### src/rtl/program_loader_pkg.sv
// Shared types and constants for the instruction-memory program loader.
package program_loader_pkg;

    localparam int unsigned BYTES_PER_WORD = 4;

    typedef enum logic [2:0] {
        S_IDLE,
        S_LEN,
        S_DATA,
        S_CHECK,
        S_DONE,
        S_ERROR
    } state_t;

endpackage

### src/rtl/program_loader_word_assembler.sv
// Collects a big-endian byte stream into 32-bit words; word_valid pulses
// for one cycle in the cycle after the fourth byte of a word is accepted.
module word_assembler
    import program_loader_pkg::*;
(
    input  logic        clock,
    input  logic        reset,
    input  logic        clear,
    input  logic        byte_valid,
    input  logic [7:0]  byte_data,
    output logic        word_valid,
    output logic [31:0] word
);

    logic [1:0]  count_q, count_d;
    logic [31:0] shift_q, shift_d;
    logic        valid_q, valid_d;

    // Shift in each accepted byte; flag the word when the counter wraps.
    always_comb begin
        count_d = count_q;
        shift_d = shift_q;
        valid_d = 1'b0;
        if (clear) begin
            count_d = '0;
            shift_d = '0;
        end else if (byte_valid) begin
            shift_d = {shift_q[23:0], byte_data};
            count_d = count_q + 2'd1;
            valid_d = (count_q == 2'(BYTES_PER_WORD - 1));
        end
    end

    // Byte counter, shift register and word strobe.
    always_ff @(posedge clock) begin
        if (reset) begin
            count_q <= '0;
            shift_q <= '0;
            valid_q <= 1'b0;
        end else begin
            count_q <= count_d;
            shift_q <= shift_d;
            valid_q <= valid_d;
        end
    end

    assign word_valid = valid_q;
    assign word       = shift_q;

endmodule

### src/rtl/program_loader.sv
// Loads a length-prefixed, checksummed program into instruction memory and
// releases the CPU from reset once the checksum verifies.
module program_loader
    import program_loader_pkg::*;
#(
    parameter int unsigned BASE_ADDR = 0,
    parameter int unsigned MAX_WORDS = 256
) (
    input  logic        clock,
    input  logic        reset,
    input  logic        load_enable,
    input  logic        in_valid,
    input  logic [7:0]  in_data,
    output logic        in_ready,
    output logic [31:0] mem_address,
    output logic        mem_write,
    output logic [31:0] mem_write_data,
    output logic        cpu_hold,
    output logic        cpu_start,
    output logic        busy,
    output logic        done,
    output logic        error,
    output logic [31:0] words_loaded
);

    state_t      state_q, state_d;
    logic        load_en_q;
    logic [31:0] len_q, len_d;
    logic [31:0] checksum_q, checksum_d;
    logic [31:0] words_loaded_q, words_loaded_d;
    logic [31:0] mem_address_q, mem_address_d;
    logic [31:0] mem_write_data_q, mem_write_data_d;
    logic        mem_write_q, mem_write_d;
    logic        cpu_hold_q, cpu_hold_d;
    logic        cpu_start_q, cpu_start_d;
    logic        busy_q, busy_d;
    logic        done_q, done_d;
    logic        error_q, error_d;

    logic        active, start, abort, word_valid;
    logic [31:0] word;

    assign active   = (state_q == S_LEN) || (state_q == S_DATA) || (state_q == S_CHECK);
    assign start    = load_enable & ~load_en_q & ~active;
    assign abort    = active & ~load_enable;
    assign in_ready = active;

    word_assembler u_word_assembler (
        .clock      (clock),
        .reset      (reset),
        .clear      (start),
        .byte_valid (in_valid & in_ready),
        .byte_data  (in_data),
        .word_valid (word_valid),
        .word       (word)
    );

    // Next-state, memory write and CPU control decisions.
    always_comb begin
        state_d          = state_q;
        len_d            = len_q;
        checksum_d       = checksum_q;
        words_loaded_d   = words_loaded_q;
        mem_address_d    = mem_address_q;
        mem_write_data_d = mem_write_data_q;
        mem_write_d      = 1'b0;
        cpu_hold_d       = cpu_hold_q;
        cpu_start_d      = 1'b0;
        busy_d           = busy_q;
        done_d           = done_q;
        error_d          = error_q;
        case (state_q)
            S_IDLE, S_DONE, S_ERROR: begin
                if (start) begin
                    state_d        = S_LEN;
                    done_d         = 1'b0;
                    error_d        = 1'b0;
                    words_loaded_d = '0;
                    checksum_d     = '0;
                    busy_d         = 1'b1;
                    cpu_hold_d     = 1'b1;
                end
            end
            S_LEN: begin
                if (word_valid) begin
                    len_d = word;
                    if (word == '0) begin
                        state_d = S_CHECK;
                    end else if (word > 32'(MAX_WORDS)) begin
                        state_d = S_ERROR;
                        error_d = 1'b1;
                        busy_d  = 1'b0;
                    end else begin
                        state_d = S_DATA;
                    end
                end
            end
            S_DATA: begin
                if (word_valid) begin
                    mem_write_d      = 1'b1;
                    mem_address_d    = 32'(BASE_ADDR) + words_loaded_q;
                    mem_write_data_d = word;
                    checksum_d       = checksum_q ^ word;
                    words_loaded_d   = words_loaded_q + 32'd1;
                    if (words_loaded_q + 32'd1 == len_q) begin
                        state_d = S_CHECK;
                    end
                end
            end
            S_CHECK: begin
                if (word_valid) begin
                    busy_d = 1'b0;
                    if (word == checksum_q) begin
                        state_d     = S_DONE;
                        done_d      = 1'b1;
                        cpu_hold_d  = 1'b0;
                        cpu_start_d = 1'b1;
                    end else begin
                        state_d = S_ERROR;
                        error_d = 1'b1;
                    end
                end
            end
            default: state_d = S_IDLE;
        endcase
        // Abort overrides the state decision but not a write already decided above.
        if (abort) begin
            state_d     = S_ERROR;
            error_d     = 1'b1;
            done_d      = 1'b0;
            busy_d      = 1'b0;
            cpu_hold_d  = 1'b1;
            cpu_start_d = 1'b0;
        end
    end

    // State and output registers.
    always_ff @(posedge clock) begin
        if (reset) begin
            state_q          <= S_IDLE;
            load_en_q        <= 1'b0;
            len_q            <= '0;
            checksum_q       <= '0;
            words_loaded_q   <= '0;
            mem_address_q    <= '0;
            mem_write_data_q <= '0;
            mem_write_q      <= 1'b0;
            cpu_hold_q       <= 1'b1;
            cpu_start_q      <= 1'b0;
            busy_q           <= 1'b0;
            done_q           <= 1'b0;
            error_q          <= 1'b0;
        end else begin
            state_q          <= state_d;
            load_en_q        <= load_enable;
            len_q            <= len_d;
            checksum_q       <= checksum_d;
            words_loaded_q   <= words_loaded_d;
            mem_address_q    <= mem_address_d;
            mem_write_data_q <= mem_write_data_d;
            mem_write_q      <= mem_write_d;
            cpu_hold_q       <= cpu_hold_d;
            cpu_start_q      <= cpu_start_d;
            busy_q           <= busy_d;
            done_q           <= done_d;
            error_q          <= error_d;
        end
    end

    assign mem_address    = mem_address_q;
    assign mem_write      = mem_write_q;
    assign mem_write_data = mem_write_data_q;
    assign cpu_hold       = cpu_hold_q;
    assign cpu_start      = cpu_start_q;
    assign busy           = busy_q;
    assign done           = done_q;
    assign error          = error_q;
    assign words_loaded   = words_loaded_q;

endmodule

### config.mk
export PLATFORM = sky130hd
export DESIGN_NAME = program_loader
export DESIGN_NICKNAME = d
export VERILOG_FILES = /design/src/rtl/program_loader_pkg.sv /design/src/rtl/program_loader_word_assembler.sv /design/src/rtl/program_loader.sv
export SDC_FILE = /design/constraint.sdc
export NUM_CORES = 1
export LEC_CHECK = 0
export CORE_MARGIN = 2
export CORE_UTILIZATION = 35
export CTS_CLUSTER_SIZE = 10
export DETAILED_ROUTE_END_ITERATION = 8
export PLACE_DENSITY = 0.61
export SLEW_MARGIN = 20
export SYNTH_ARGS = -nofsm -noshare
export SYNTH_HDL_FRONTEND = slang
export SYNTH_SLANG_ARGS = --single-unit
### constraint.sdc
create_clock -name clock -period 3.61 [get_ports clock]
set_input_delay 0.5415 -clock clock [delete_from_list [all_inputs] [get_ports clock]]
set_output_delay 0.5415 -clock clock [all_outputs]
set_load 0.01 [all_outputs]
[Word-level counts from Yosys, hierarchy flattened]
Index checks and enable logic that the tools add are counted.
W data, S select, Z words.
Cells by class
  add/sub/neg operators: 2
  magnitude comparators: 1
  eq/ne operators: 24
  mux-type cells: 37
  bitwise logic cells: 12
  reductions and logical operators: 22
Operators with widths (count)
  $pmux W32 S2: 2
  $mux W32: 3
  $eq A32 B32 Y1: 2
  $add A32 B1 Y32 const B: 1
  $gt A32 B9 Y1 const B: 1
  $logic_not A32 Y1: 1
  $xor A32 B32 Y32: 1
  $mux W3: 8
  $mux W1: 19
  $ne A3 B2 Y1 const B: 5
  $ne A2 B1 Y1 const B: 6
  $pmux W3 S4: 1
  $reduce_and A5 Y1: 2
  $ne A3 B3 Y1 const B: 3
  $not A1 Y1: 7
  $reduce_and A7 Y1: 1
  $eq A3 B2 Y1 const B: 2
  $eq A3 B3 Y1 const B: 2
  $pmux W1 S3: 2
  $reduce_and A6 Y1: 1
  $reduce_or A2 Y1: 3
  $reduce_or A3 Y1: 2
  $and A1 B1 Y1: 4
  $ne A2 B2 Y1 const B: 2
  13 further kinds: 17
Word-level totals
  bits in registers: 205
  bits of input ports: 12
  output and inout port bits: 103
  logic and storage cells: 115

[Logic depth before layout (Yosys ltp)]
Gate-level depths: netlist of run 1.
  depth after elaboration: 8
  gate-level depth with buffers: 10
  depth with buffers taken out: 9

[Hierarchy]
From an unflattened synthesis of run 1, not the netlist that was laid out.
Unflattened totals
  cell total of the unflattened synthesis: 1235
  area total of the unflattened synthesis: 9614.2 um2
By module, submodules not included
  program_loader: instances 1, cells an instance 1120, area an instance 8316.7 um2
  word_assembler: instances 1, cells an instance 115, area an instance 1297.5 um2

[Least setup slack after synthesis of run 1]
No wires, ideal clock.
  kind: reg-to-reg
  start: register words_loaded_q[0] (netlist: words_loaded[0])
  end: register state_q[0]
  setup time: 0.123 ns
  data arrival time: 2.692 ns
  path slack: 0.795 ns
  stages on the path, launching flop included: 11
  path buffers: 1
  cells stage by stage: dfxtp_1 ha_1 nand3_2 or3_1 buf_2 or4_4 xnor2_2 o211ai_1 nor3_2 a41oi_2 mux2_1
Between the ends
  cells in the longest elaborated chain, start to end: 4
RTL lines
  from (decl): line program_loader.sv:30  | logic [31:0] words_loaded_q, words_loaded_d;
  from (signal assigned): line program_loader.sv:158  | words_loaded_q <= words_loaded_d;
  $add A32 B1 Y32: line program_loader.sv:105  | if (words_loaded_q + 32'd1 == len_q) begin
  $eq A32 B32 Y1: line program_loader.sv:105
  $ne A3 B2 Y1 (no source line)
  $reduce_and A5 Y1 (no source line)
  to (signal assigned): line program_loader.sv:154  | state_q <= state_d;
  to (decl): line program_loader.sv:26  | state_t state_q, state_d;
Every way passes these cells.
A chain may end at the register's enable or synchronous reset.

[Worst setup path after layout of run 1]
  start: register words_loaded_q[5] (netlist: words_loaded[5])
  end: register state_q[2]
The elaborated chain is that of the path after synthesis.

==> results of run 1 <==
flip-flops by register name, summed over array words and instances, names as in the netlist, 2 cells and up:
register	count
u_word_assembler.word	32
mem_address	32
words_loaded	32
state_q	3
checksum_q	32
len_q	32
u_word_assembler.count_q	2
mem_write_data	32
worst paths after layout:
path / endpoint / from / slack, ns
max: state_q[2] / words_loaded[5] / 0.51
min: mem_address[10] / mem_address[10] / 0.45
max reg2reg: state_q[2] / words_loaded[5] / 0.51
min reg2reg: mem_address[10] / mem_address[10] / 0.45
cells in the final DEF (no fill, tap or decap), types with 3 or more instances in the layout:
master and instances:
o21ai_0 56, nor3_1 17, xor2_1 15, a2111oi_0 9, nand4_1 21, or3_1 7, and2_1 4, xnor2_1 30
o211ai_1 3, dfxtp_1 205, nor4_1 26, nor2b_1 55, nand2_1 306, clkbuf_1 4, a311oi_1 7, nand3_1 14
a21oi_1 169, nor2_1 89, clkdlybuf4s50_1 113, and3_1 7, clkinv_2 3, nor3_2 3, clkbuf_16 25, buf_4 29
nand2b_1 3, a21o_1 5, nand3b_1 5, a31oi_1 11, a22oi_1 33, inv_1 19
synthesized netlist by cell type, types with 2 or more instances:
library cell	n	area, µm²
ha_1	2	25.0
nor4_1	26	163
xnor2_1	30	263
nand4_1	21	131
xor2_1	15	131
buf_2	10	50.1
a31oi_1	11	68.8
buf_1	4	15.0
nor3_2	3	30.0
buf_4	6	45.0
nand2b_1	3	18.8
nand3_1	14	70.1
a21o_1	5	37.5
a2bb2oi_1	2	17.5
a211oi_1	2	15.0
o211ai_1	3	22.5
and3_1	7	43.8
a21oi_1	169	846
mux2_1	2	22.5
clkbuf_1	77	289
a311oi_1	7	61.3
and2_1	5	31.3
a22oi_1	33	248
and4b_1	2	20.0
nand3b_1	5	37.5
inv_1	19	71.3
o21ai_0	56	280
nor2b_1	55	344
nor3_1	17	85.1
buf_6	2	22.5
nor2_1	89	334
o2111ai_1	2	17.5
or3_1	7	43.8
dfxtp_1	205	4100
a2111oi_0	9	78.8
and4_1	2	17.5
or2_2	2	12.5
nand2_1	307	1150
kinds of logic after synthesis:
kind of cell | after synthesis | share of synthesized area
DFF | 205 | 0.432
xor gates and xnor gates | 46 | 0.0432
AOI/OAI and AO/OA | 306 | 0.185
adders and majority gates | 2 | 0.00263
buffers and inverters | 119 | 0.0524
muxes | 3 | 0.00355
and+or+nand+nor | 577 | 0.282
metrics by stage:
stage	total power [mW]	setup WS, ns
after floorplan	2.54	0.795
after global placement	2.67	0.462
after detailed placement	2.67	0.416
after CTS	4.85	0.523
after global routing	4.98	0.273
final	4.80	0.506
routing by layer:
metal	vias up	GRT usage	wire length, µm
li1	4445	-	-
met4	0	0.0637	958
met5	-	0	0
met1	4164	0.264	13100
met2	267	0.327	13100
met3	61	0.0278	1430
layout make-up:
type                       count  area share
sequential                   205       0.355
inverter                      19     0.00617
clock buffer                  30      0.0566
multi-input combinational    934       0.425
timing repair buffer         143       0.118
clock inverter                 4     0.00206
tap                          341      0.0369
critical path, stage by stage (launching register included):
cell	delay, ns
dfxtp_1	0.54
nand3_1	0.34
nor3_2	0.60
nand4_1	0.29
xnor2_1	0.24
nand2_1	0.10
nor4_1	0.35
a41oi_2	0.18
mux2_1	0.33
where the power goes:
| group | switching (mW) | internal, mW | leakage [nW] |
|---|---|---|---|
| Clock | 0.914 | 1.26 | 0.336 |
| Combinational | 0.216 | 0.101 | 1.95 |
| Sequential | 0.0264 | 2.28 | 1.65 |
==> reports/metrics.cfg, run 1 <==
[routing]
drt_drc_violations_left = 0
drt_wl_total_um = 28500
drt-vias-per-instance = 5.33
drtAntennaViolNets = 0
num_vias = 8937
detail_route.wl_per_cell_um = 17.0
dr.pass1.iters = 5
drt-initial-drc-count = 591

[clocking]
cts_tree = yes
cts_max_level = 1
insertion_delay_ns = 0.52
cts_buffers = 25
cts_buffer_depth = 3
path_clk_slew_ns = 0.05
postCtsHoldBufs = 0
clockRootBuffer = clkbuf_16
postCtsSetupBuffers = 0
clock_sinks = 205
post_cts_resized = 0

[layout]
fin_util = 0.431
area_growth_pct = 21.6
antenna-diode-count = 0
fillers = 2718
final_area_um2 = 11600
fin_cells = 1676
regArea_um2 = 4100
multi_input_area_um2 = 4910
drive_above_1_share = 0.0592
nNetsFinal = 1342

[global_routing]
grt_max_degree = 119
antenna_found_initial = 0
grt_pass1_vias = 8369
track_usage = 0.197
grt_pass1_wl_um = 45700
overflow = 0

[synth]
async_reset_ff_frac = 0
synth_seq_area_share = 0.432
yosysWarnings = 0
ys_seq_elements = 205
synth_fp_nets = 1272
synthCells = 1258
avgSynthCellArea_um2 = 7.56
synth-edff-count = 0
synthesis.area_um2 = 9510
ys_types = 60
synth_ff_type = dfxtp_1

[sta]
finalHoldViolations = 0
finalSetupViolCount = 0
worst_slew_margin_rel = 0.287
slew_violations = 0
hold_slack_ns = 0.450
skew_ns = 0.00919
final.setup.tns_ns = 0
post-route-period-util = 0.860
rsz0062_at_grt = false
tightest_slew_ns = 1.07
max_freq_ghz = 0.322
finalCriticalPeriod_ns = 3.10

[critical_path]
crit_type = flip-flop to flip-flop
worst-r2r-cell-count = 8
crit_fanout = 10
start_kind = flip-flop
cp-end-kind = flip-flop
worstPathRequired_ns = 4.01
crit_arrival_ns = 3.50

[power]
p_per_area_nw_per_um2 = 415
p_leak_nw = 3.94
vdd_ir_drop_max_mv = 0.275

[place]
placedInstanceArea_um2 = 10900
io_buffers = 114
routabilityCongestion = 0.873
place_inst = 1642
dp_hpwl_um = 19000

[die]
io_pins = 115
core_um2 = 26800
die_h_um = 169
die_area_um2 = 28500
initial_core_util = 0.355
dieWidth_um = 169
rows = 60

[hold_path]
min_path_type = flip-flop to flip-flop
hold_path_depth = 2

[flow_run]
maxCapViolations = 0

[status]
status = finished clean

(Power assumes the default switching activity.)
==> inputs of run 2 (changes only) <==
--- a/config.mk
+++ b/config.mk
@@ -5,11 +5,11 @@
 export SDC_FILE = /design/constraint.sdc
 export NUM_CORES = 1
 export LEC_CHECK = 0
-export CORE_MARGIN = 2
-export CORE_UTILIZATION = 35
+export CORE_MARGIN = 4
+export CORE_UTILIZATION = 55
 export CTS_CLUSTER_SIZE = 10
 export DETAILED_ROUTE_END_ITERATION = 8
-export PLACE_DENSITY = 0.61
+export PLACE_DENSITY = 0.86
 export SLEW_MARGIN = 20
 export SYNTH_ARGS = -nofsm -noshare
 export SYNTH_HDL_FRONTEND = slang
==> constraint.sdc (replaced) <==
create_clock -name clock -period 4.02 [get_ports clock]
set_input_delay 0.603 -clock clock [delete_from_list [all_inputs] [get_ports clock]]
set_output_delay 0.603 -clock clock [all_outputs]
set_load 0.01 [all_outputs]
==> run 2 against run 1 <==
Worst setup slack improved by 0.14 ns. Maximum frequency fell by 7.9%. Core utilization grew 24 points. Sequential cell count stayed put. Highest routed layer unchanged. Total power down 13%. Via count grew 2.5%. Global-route usage increased by 6.9 points. Final cell count is 8.2% lower. Worst hold slack improved by 0.0023 ns. Sequential power down 10%. Wire length down 6.0%. Critical path type unchanged.
==> reports/metrics.cfg, run 2 (synthesis gave the netlist of run 1 again) <==
[sta]
finalSetupViolCount = 0  ; unchanged
finalCriticalPeriod_ns = 3.37  ; +0.268 ns
rsz0062_at_grt = false
skew_ns = 0.0155  ; +0.00629 ns
finalHoldViolations = 0  ; unchanged
worst_slew_margin_rel = 0.272  ; -0.0149
max_freq_ghz = 0.297  ; -7.9%
tightest_slew_ns = 1.09  ; +0.0223 ns
slew_violations = 0  ; unchanged
final.setup.tns_ns = 0  ; unchanged
post-route-period-util = 0.839  ; -0.0210

[clocking]
post_cts_resized = 0  ; unchanged
cts_buffer_depth = 3  ; unchanged
postCtsSetupBuffers = 0  ; unchanged
path_clk_slew_ns = 0.06  ; about the same
cts_buffers = 24  ; -4.0%
clock_sinks = 205  ; unchanged
cts_tree = yes
insertion_delay_ns = 0.52  ; about the same
postCtsHoldBufs = 0  ; unchanged
clockRootBuffer = clkbuf_16
cts_max_level = 1  ; unchanged

[power]
p_per_area_nw_per_um2 = 372  ; -10%
total_power_mw = 4.20  ; -13%
p_leak_nw = 3.85  ; -2.3%
vdd_ir_drop_max_mv = 0.315  ; +15%

[die]
core_um2 = 16800  ; -37%
die_area_um2 = 19400  ; -32%
dieWidth_um = 139  ; -17%
rows = 47  ; -22%
initial_core_util = 0.567  ; +0.212
die_h_um = 139  ; -17%
io_pins = 115  ; unchanged

[layout]
nNetsFinal = 1328  ; -1.0%
layout_commonest_cell = nand2_1
multi_input_area_um2 = 4920  ; +0.10%
layout_common_cells = nand2_1, dfxtp_1, a21oi_1, clkdlybuf4s50_1, nor2_1
regArea_um2 = 4100  ; unchanged
area_growth_pct = 18.8
drive_above_1_share = 0.0470  ; -0.0121
fillers = 1443  ; -47%
antenna-diode-count = 0  ; unchanged

[routing]
drt-initial-drc-count = 749  ; +27%
drt-vias-per-instance = 5.95  ; +12%
drt_wl_total_um = 26800  ; -6.0%
detail_route.wl_per_cell_um = 17.5  ; +2.5%
num_vias = 9157  ; +2.5%
drtAntennaViolNets = 0  ; unchanged
dr.pass1.iters = 5  ; unchanged
drt_drc_violations_left = 0  ; unchanged

[global_routing]
grt_pass1_wl_um = 43700  ; -4.3%
track_usage = 0.266  ; +0.0694
grt_pass1_vias = 8631  ; +3.1%
overflow = 0  ; unchanged
grt_max_degree = 119  ; unchanged
antenna_found_initial = 0  ; unchanged

[flow_run]
maxCapViolations = 0  ; unchanged

[hold_path]
min_path_type = flip-flop to flip-flop

[place]
dp_hpwl_um = 17700  ; -6.4%
io_buffers = 114  ; unchanged
routabilityCongestion = 0.913  ; +4.5%

[critical_path]
start_kind = flip-flop
worstPathRequired_ns = 4.41  ; +0.40 ns
worstPathCellList = nand3_1 -> nor3_2 -> a22oi_1 -> a2111oi_0 -> nand4_1 -> nor4_1 -> a41oi_2 -> mux2_1
crit_arrival_ns = 3.76  ; +0.26 ns
crit_type = flip-flop to flip-flop
cp_slowest_cell = nor3_2
crit_fanout = 14  ; +4
critical-path-max-stage-delay_ns = 0.63  ; +0.03 ns
cp-end-kind = flip-flop

[status]
status = finished clean

-- run 2: changes by cell type in the layout (fill, tap and decap cells not counted), sizes merged --
cell | previous run | this run
buf | 30 | 17
clkinv | 3 | 1
clkbuf | 30 | 29
inv | 20 | 19
-- run 2: critical path, delay by kind of cell (launching register included) --
| kind | cells | cell delay (ns) |
|---|---|---|
| multiplexers | 1 | 0.34 |
| AND/OR/NAND/NOR | 4 | 1.45 |
| flip-flops | 1 | 0.62 |
| AO/OA/AOI/OAI | 3 | 0.84 |
-- run 2: final timing paths --
kind / from / end / slack [ns] / cells past startpoint
worst max register to register: words_loaded[4] / state_q[0] / 0.65 / 8
worst min-delay path: mem_address[16] / mem_address[16] / 0.45 / 2
worst max-delay path: words_loaded[4] / state_q[0] / 0.65 / 8
worst min register to register: mem_address[16] / mem_address[16] / 0.45 / 2
-- run 2: stage by stage --
stage	instances	utilization	setup WS, ns	hold slack, ns	cell area, µm²
floorplan	1258	-	1.20	0.440	9510
global placement	1508	0.635	0.799	0.441	10600
detailed placement	1508	0.635	0.679	0.446	10600
CTS	1538	0.673	0.720	0.453	11300
global route	1538	0.674	0.542	0.468	11300
finish	1538	0.674	0.648	0.452	11300
-- run 2: cell type report --
| type | count | area share |
|---|---|---|
| inverters | 19 | 0.00632 |
| clock buffers | 29 | 0.0549 |
| well taps | 220 | 0.0244 |
| multi-input cells | 934 | 0.436 |
| clock inverters | 1 | 0.00266 |
| repair buffers | 130 | 0.113 |
| flip-flops and latches | 205 | 0.364 |
-- run 2: power by group --
| part | switching (mW) | internal [mW] |
|---|---|---|
| Combinational | 0.188 | 0.0810 |
| Clock | 0.782 | 1.07 |
| Sequential | 0.0241 | 2.05 |
| Total | 0.994 | 3.20 |
-- run 2: per-layer routing --
layer | vias to the layer above | track usage | wire (µm)
met4 | 0 | 0.0829 | 801
met3 | 73 | 0.0381 | 1910
li1 | 4398 | - | -
met2 | 384 | 0.460 | 12900
met5 | - | 0 | 0
met1 | 4302 | 0.346 | 11200
